File: config.mk
export PLATFORM = sky130hd
export DESIGN_NAME = fetch_hazard_controller
export DESIGN_NICKNAME = d
export VERILOG_FILES = /design/src/rtl/fetch_hazard_controller_pkg.sv /design/src/rtl/fetch_hazard_controller_counter.sv /design/src/rtl/fetch_hazard_controller.sv
export SDC_FILE = /design/constraint.sdc
export NUM_CORES = 1
export LEC_CHECK = 0
export CORE_MARGIN = 5
export CORE_UTILIZATION = 55
export DETAILED_ROUTE_END_ITERATION = 10
export GPL_ROUTABILITY_DRIVEN = 0
export PLACE_DENSITY_LB_ADDON = 0.1
export SLEW_MARGIN = 20
export SYNTH_ARGS = -nofsm -noshare
export SYNTH_HDL_FRONTEND = slang
export SYNTH_HIERARCHICAL = 1
export SYNTH_SLANG_ARGS = --single-unit
File: constraint.sdc
create_clock -name CLK -period 3.3 [get_ports CLK]
set_input_delay 0.66 -clock CLK [delete_from_list [all_inputs] [get_ports CLK]]
set_output_delay 0.66 -clock CLK [all_outputs]
set_load 0.05 [all_outputs]
File: src/rtl/fetch_hazard_controller_pkg.sv
// Shared definitions for the front-end hazard controller.
package fetch_hazard_controller_pkg;

  // Controller state encoding, also exported on the STATE debug port.
  typedef enum logic [1:0] {
    ST_RUN      = 2'd0,
    ST_IMISS    = 2'd1,
    ST_DMISS    = 2'd2,
    ST_REDIRECT = 2'd3
  } state_t;

  localparam logic HIGH = 1'b1;
  localparam logic LOW  = 1'b0;

  localparam int DEFAULT_COUNTER_WIDTH = 32;

endpackage

File: src/rtl/fetch_hazard_controller_counter.sv
// Saturating up-counter used for the performance statistics.
module saturating_counter #(
  parameter int WIDTH = 32
) (
  input  logic             CLK,
  input  logic             RST_N,
  input  logic             INC,
  output logic [WIDTH-1:0] COUNT
);

  // Count up on INC, stick at all-ones instead of wrapping.
  always_ff @(posedge CLK or negedge RST_N) begin
    if (!RST_N) begin
      COUNT <= '0;
    end else if (INC && (COUNT != {WIDTH{1'b1}})) begin
      COUNT <= COUNT + 1'b1;
    end
  end

endmodule

File: src/rtl/fetch_hazard_controller.sv
// Front-end hazard controller: converts redirect, load-use, I-miss and
// D-busy conditions into PC / IF/ID / ID/EX stall and flush strobes.
//
// state    | meaning
// ---------+-----------------------------------------------------------
// RUN      | normal fetch
// IMISS    | waiting for the I-cache to return the instruction at PC
// DMISS    | memory stage busy, whole front end frozen
// REDIRECT | draining wrong-path fetches after a mispredict
module fetch_hazard_controller
  import fetch_hazard_controller_pkg::*;
#(
  parameter int COUNTER_WIDTH = DEFAULT_COUNTER_WIDTH,
  parameter int FLUSH_CYCLES  = 2,
  parameter int CNT_WIDTH     = 4
) (
  input  logic                     CLK,
  input  logic                     RST_N,
  input  logic                     PC_MISPREDICT_SELECT,
  input  logic                     LOAD_USE_HAZARD,
  input  logic                     ICACHE_HIT,
  input  logic                     MEM_LOAD_STORE,
  input  logic                     DCACHE_READY,
  output logic                     STALL_PROGRAME_COUNTER_STAGE,
  output logic                     STALL_IF_ID,
  output logic                     STALL_ID_EX,
  output logic                     FLUSH_IF_ID,
  output logic                     FLUSH_ID_EX,
  output logic [1:0]               STATE,
  output logic [COUNTER_WIDTH-1:0] MISPREDICT_COUNT,
  output logic [COUNTER_WIDTH-1:0] STALL_CYCLE_COUNT
);

  localparam logic [CNT_WIDTH-1:0] FLUSH_LOAD = CNT_WIDTH'(FLUSH_CYCLES - 1);

  state_t               state_q, state_nxt;
  logic [CNT_WIDTH-1:0] cnt_q, cnt_nxt;
  logic                 mem_block;
  logic                 redirect_taken;
  logic                 stall_pc_c, stall_if_id_c, stall_id_ex_c;
  logic                 flush_if_id_c, flush_id_ex_c;

  assign mem_block = MEM_LOAD_STORE & ~DCACHE_READY;

  // Prioritised hazard decode; outputs are Mealy on state and inputs.
  always_comb begin
    stall_pc_c     = LOW;
    stall_if_id_c  = LOW;
    stall_id_ex_c  = LOW;
    flush_if_id_c  = LOW;
    flush_id_ex_c  = LOW;
    redirect_taken = LOW;
    state_nxt      = state_q;
    cnt_nxt        = cnt_q;
    if (mem_block) begin
      // Execute is frozen, so any pending mispredict is still asserted later.
      stall_pc_c    = HIGH;
      stall_if_id_c = HIGH;
      stall_id_ex_c = HIGH;
      state_nxt     = ST_DMISS;
    end else if (PC_MISPREDICT_SELECT) begin
      flush_if_id_c  = HIGH;
      flush_id_ex_c  = HIGH;
      redirect_taken = HIGH;
      cnt_nxt        = FLUSH_LOAD;
      if (FLUSH_CYCLES == 1) begin
        state_nxt = ST_RUN;
      end else begin
        state_nxt = ST_REDIRECT;
      end
    end else if (state_q == ST_REDIRECT) begin
      // IF/ID is being discarded, so load-use and I-miss do not matter here.
      flush_if_id_c = HIGH;
      if (cnt_q != '0) begin
        cnt_nxt = cnt_q - 1'b1;
      end
      if (cnt_q <= CNT_WIDTH'(1)) begin
        state_nxt = ST_RUN;
      end
    end else if (LOAD_USE_HAZARD) begin
      stall_pc_c    = HIGH;
      stall_if_id_c = HIGH;
      flush_id_ex_c = HIGH;
    end else if (!ICACHE_HIT) begin
      stall_pc_c    = HIGH;
      flush_if_id_c = HIGH;
      state_nxt     = ST_IMISS;
    end else begin
      state_nxt = ST_RUN;
    end
  end

  // State and redirect-flush down-counter.
  always_ff @(posedge CLK or negedge RST_N) begin
    if (!RST_N) begin
      state_q <= ST_RUN;
      cnt_q   <= '0;
    end else begin
      state_q <= state_nxt;
      cnt_q   <= cnt_nxt;
    end
  end

  // Everything is held (stalled and flushed) while reset is asserted.
  always_comb begin
    STALL_PROGRAME_COUNTER_STAGE = RST_N ? stall_pc_c    : HIGH;
    STALL_IF_ID                  = RST_N ? stall_if_id_c : HIGH;
    STALL_ID_EX                  = RST_N ? stall_id_ex_c : HIGH;
    FLUSH_IF_ID                  = RST_N ? flush_if_id_c : HIGH;
    FLUSH_ID_EX                  = RST_N ? flush_id_ex_c : HIGH;
    STATE                        = state_q;
  end

  saturating_counter #(.WIDTH(COUNTER_WIDTH)) u_mispredict_count (
    .CLK   (CLK),
    .RST_N (RST_N),
    .INC   (redirect_taken),
    .COUNT (MISPREDICT_COUNT)
  );

  saturating_counter #(.WIDTH(COUNTER_WIDTH)) u_stall_cycle_count (
    .CLK   (CLK),
    .RST_N (RST_N),
    .INC   (stall_pc_c),
    .COUNT (STALL_CYCLE_COUNT)
  );

endmodule

* Word level (Yosys, flattened, before mapping)
Index checks and enable logic that the tools add are counted.
Word-level totals: flip-flop bits (word level) 70, latch bits 0, memory bits (writable) 0, ROM bits 0, word-level logic and storage cells 55, memories 0
Cells by class: add/subtract/negate cells 3, multipliers 0, div/mod/pow operators 0, $lt $le $gt $ge 1, equal/unequal tests 5, shifts and indexed selects 0, mux-type cells 32, bitwise operators 3, reduce and logical (&&, ||, !) cells 7
Operators by type and width (count):
- 32-bit by 1-bit adder with 32-bit output, second input constant | 2
- 32-bit inequality test, second input constant | 2
- 1-bit two-way mux | 24
- 4-bit two-way mux | 3
- 2-bit two-way mux | 5
- 4-bit by 1-bit less-or-equal comparator with 1-bit output, second input constant | 1
- 4-bit by 2-bit inequality test with 1-bit output, second input constant | 1
- 4-bit by 3-bit inequality test with 1-bit output, second input constant | 1
- 2-bit nonzero test | 2
- 4-bit nonzero test | 1
- 4-bit by 1-bit subtractor with 4-bit output, second input constant | 1
- 3-bit AND reduction | 1
- 2-bit equality test, second input constant | 1
- 1-bit logical AND | 2
- 1-bit inverter | 2
- 2-bit AND reduction | 1
- 1-bit bitwise AND | 1

* Depth between registers and ports, before layout
depth after elaboration 6, gate-level depth with buffers 10, gate-level depth less buffers 9

* Modules after synthesis
The synthesis kept the hierarchy.
By module, submodules not included:
- saturating_counter | times used 2, cells each 151, area each 1624.1 µm²
- fetch_hazard_controller | times used 1, cells each 59, area each 466.7 µm²

* Least setup slack after synthesis
Ideal clock, no wire load.
kind register to output, start point reg state_q[0] (netlist: STATE[0]), end point out FLUSH_IF_ID, arrival 2.068 ns, required time 2.640 ns, setup slack 0.572 ns, stages on the path, launching flop included 4, path buffers 0, cell sequence dfrtp_1 and2_4 nor3_1 o21ai_0
On the way: longest elaborated chain between the ends 5
Ends and longest elaborated chain:
- from (decl) | line fetch_hazard_controller.sv:36 | state_t state_q, state_nxt;
- from (signal assigned) | line fetch_hazard_controller.sv:99 | state_q <= state_nxt;
- 2-bit equality test | line fetch_hazard_controller.sv:71 | end else if (state_q == ST_REDIRECT) begin
- 1-bit two-way mux | line fetch_hazard_controller.sv:71
- 1-bit two-way mux | line fetch_hazard_controller.sv:61 | end else if (PC_MISPREDICT_SELECT) begin
- 1-bit two-way mux | line fetch_hazard_controller.sv:55 | if (mem_block) begin
- 1-bit two-way mux | line fetch_hazard_controller.sv:109 | FLUSH_IF_ID = RST_N ? flush_if_id_c : HIGH;
- to (decl) | line fetch_hazard_controller.sv:27 | output logic FLUSH_IF_ID,
No other way between the ends.

* Worst setup path after layout
start point in DCACHE_READY, end point out STALL_ID_EX
On the way: longest elaborated chain between the ends 4
Ends and longest elaborated chain:
- from (decl) | line fetch_hazard_controller.sv:23 | input logic DCACHE_READY,
- 1-bit inverter | line fetch_hazard_controller.sv:43 | assign mem_block = MEM_LOAD_STORE & ~DCACHE_READY;
- 1-bit bitwise AND | line fetch_hazard_controller.sv:43
- 1-bit two-way mux | line fetch_hazard_controller.sv:55
- 1-bit two-way mux | line fetch_hazard_controller.sv:108 | STALL_ID_EX = RST_N ? stall_id_ex_c : HIGH;
- to (decl) | line fetch_hazard_controller.sv:26 | output logic STALL_ID_EX,
No other way between the ends.

==> flow_summary_export.csv <==
group,metric,value,unit
outcome,outcome,"finished clean",
min_path,min_path_type,"primary input to asynchronous set/reset pin",
timing,hold_viol,0,
die,core_area,0.00668,sq mm
yosys,yosysTopAreaCellShare,47.2,%
timing,rsz0062_at_grt,"false",
placement,dpl.cell_count,519,
cts,postCtsSetupRepairBufs,0,
timing,slew_violations,0,
yosys,synth_seq_cells,70,
global_route,grt_overflow,0,
yosys,synth.distinct_cells,43,
timing,post-route-period-util,87.5,%
cells_and_area,antennaDiodeCount,0,
global_route,grt_pass1_wl,15300,um
timing,whs,0.384,ns
drt,num_vias,3113,
cells_and_area,drive_gt1_share,11.5,%
cts,clk_pin_slew,0.07,ns
yosys,synth_area_leaders,"dfrtp_1 47%, xnor2_1 11%, nand4_1 5.1%",
timing,worst_slew_pin_slew,0.730,ns
cts,post_cts_resize_count,0,
yosys,ys_seq_area_share,47.2,%
power,vdd_drop_max,486,uV
critical_path,cp_max_fo,4,
die,die_area,0.00850,sq mm
drt,vias_per_cell,5.83,
drt,drt_pass1_iterations,4,
cts,ctsLongestPathBuffers,2,
timing,finalSetupTns,0,ns
timing,clock.fmax,0.346,GHz
global_route,antenna_found_initial,0,
die,ios,78,
critical_path,startpoint_type,"primary input",
timing,skew,0.00754,ns
critical_path,reg2reg_from,"u_mispredict_count/COUNT[4]$_DFFE_PN0P_",
cts,root_buffer,"clkbuf_8",
timing,slew_headroom,50.9,%
yosys,yosysTopAreaCell,"dfrtp_1",
critical_path,crit_type,"primary input to output pin",
critical_path,crit_start,"DCACHE_READY",
yosys,ys_warn_count,6,
yosys,postSynthCellCount,361,
placement,preCtsSetupSlack,0.423,ns
cells_and_area,syn_to_final_growth,27.5,%
drt,wirelength,9050,um
timing,setup_viol,0,
yosys,synth_fp_nets,372,
die,die_w,92.2,um
timing,final.setup.worst_slack,0.413,ns
cells_and_area,fill_cells,512,
critical_path,cp-end-kind,"output pin",
yosys,syn_area,0.00371,sq mm
cts,clock_latency,0.33,ns
run,cap_violations,0,
placement,portBuffers,77,
timing,period_minus_slack,2.89,ns
cells_and_area,final_cell_area,0.00474,sq mm
critical_path,arrival,2.23,ns
drt,post_drt_wl_per_cell,17.0,um
cts,ctsHoldBuffers,0,
placement,hpwl,6630,um
die,start_util,55.6,%
global_route,grt_usage,22.3,%
yosys,avgSynthCellArea,10.3,sq um
cts,tritoncts,"built",
placement,placed_area,0.00458,sq mm
cts,cts_buffers,9,
cells_and_area,regArea,0.00175,sq mm
power,power.static_leakage,0.00193,uW
drt,postRouteAntennaNets,0,
cts,htreeDepth,3,
drt,drtIter0Drc,173,
cells_and_area,multi_input_area,0.00189,sq mm
drt,route.detailed.drc,0,
critical_path,critical_path_required,2.64,ns
global_route,grt_pass1_vias,3181,
cts,clock-sinks,70,
cells_and_area,instances_no_fill,534,
power,power_density,540,mW/mm^2
global_route,grt_max_degree,42,
cells_and_area,final_nets,461,
die,fp.dieH,92.2,um
die,num_rows,30,
==> critical path, cell delays in order <==
cell and delay, ns:
clkdlybuf4s50_1 0.41, nand2b_1 0.21, nand2_1 0.13, clkdlybuf4s50_1 0.81
==> flip-flops by register name, summed over array words and instances (netlist names) <==
| signal | flops |
|---|---|
| STATE | 2 |
| cnt_q | 4 |
| u_mispredict_count/COUNT | 32 |
| u_stall_cycle_count/COUNT | 32 |
==> power by group <==
| part | internal, uW | leakage [uW] | switching, uW |
|---|---|---|---|
| Clock | 263 | 0.0000817 | 304 |
| Sequential | 956 | 0.000944 | 142 |
| Combinational | 316 | 0.000906 | 577 |
| Total | 1530 | 0.00193 | 1020 |
==> worst paths after layout <==
path,slack [ns],endpoint,cells after the start
max in group asynchronous,2.51,u_mispredict_count/COUNT[13]$_DFFE_PN0P_,2
min,0.38,cnt_q[0]$_DFFE_PN0P_,2
min reg2reg,0.51,u_mispredict_count/COUNT[31]$_DFFE_PN0P_,1
min in group CLK,0.51,u_mispredict_count/COUNT[31]$_DFFE_PN0P_,1
max,0.41,STALL_ID_EX,4
max reg2reg,0.77,u_mispredict_count/COUNT[10]$_DFFE_PN0P_,5
==> synthesized netlist by cell type (all sizes together) <==
library cell	number
and3	4
nor3	15
nand4	32
and2	1
and4	8
o22ai	1
xor2	10
mux2	4
nor2b	4
o211ai	4
dfrtp	70
o31ai	2
a31oi	2
or4	4
inv	7
nand3	33
nand3b	2
a211o	1
o21ai	6
ha	4
nor4	12
a21o	2
o221a	1
mux2i	2
a32oi	1
xnor2	48
clkbuf	2
nand2	40
nor2	25
buf	4
nand2b	2
a21oi	8
==> per-layer routing <==
layer | GRT usage [%] | vias to the layer above | wire (um)
met2 | 36.4 | 103 | 4460
met1 | 29.8 | 1513 | 4130
li1 | - | 1491 | -
met4 | 8.66 | 0 | 68
met3 | 3.86 | 6 | 388
met5 | 0 | - | 0
==> through the flow <==
step	total power, uW	utilization (%)
after floorplan	1690	-
after global placement	1970	68.6
after detailed placement	2000	68.6
after CTS	2570	70.9
after global routing	2690	70.9
final	2560	70.9
==> final cells by class <==
type	instances	share of cell area, %
Clock inverter	5	0.581
Timing Repair Buffer	84	17.1
Sequential cell	70	37.0
Inverter	7	0.555
Tap cell	80	2.11
Multi-Input combinational cell	278	40.0
Clock buffer	10	2.69
==> cells by family after synthesis <==
family	Yosys count	share of synthesized area [%]
flops	70	47.2
compound gates	28	5.62
buf+inv	13	1.85
xor+xnor	58	13.7
fa+ha+maj	4	1.35
simple gates	182	28.6
mux	6	1.75
==> cell usage in the layout, fill, tap and decap left out, types with 3 or more instances in the layout <==
cell,instances
or4_4,4
nor2b_1,4
nand2_1,38
o21ai_0,3
clkinv_2,4
xor2_1,10
nor3_2,5
nand4_1,30
nand3_1,31
a21oi_1,8
buf_4,11
dfrtp_1,70
and4_1,8
ha_1,4
o211ai_1,4
clkdlybuf4s50_1,72
clkbuf_8,9
xnor2_1,48
nor4_2,3
inv_1,7
nor2_1,25
and3_1,4
nor4_1,7
nor3_1,10
(Power assumes the default switching activity.)
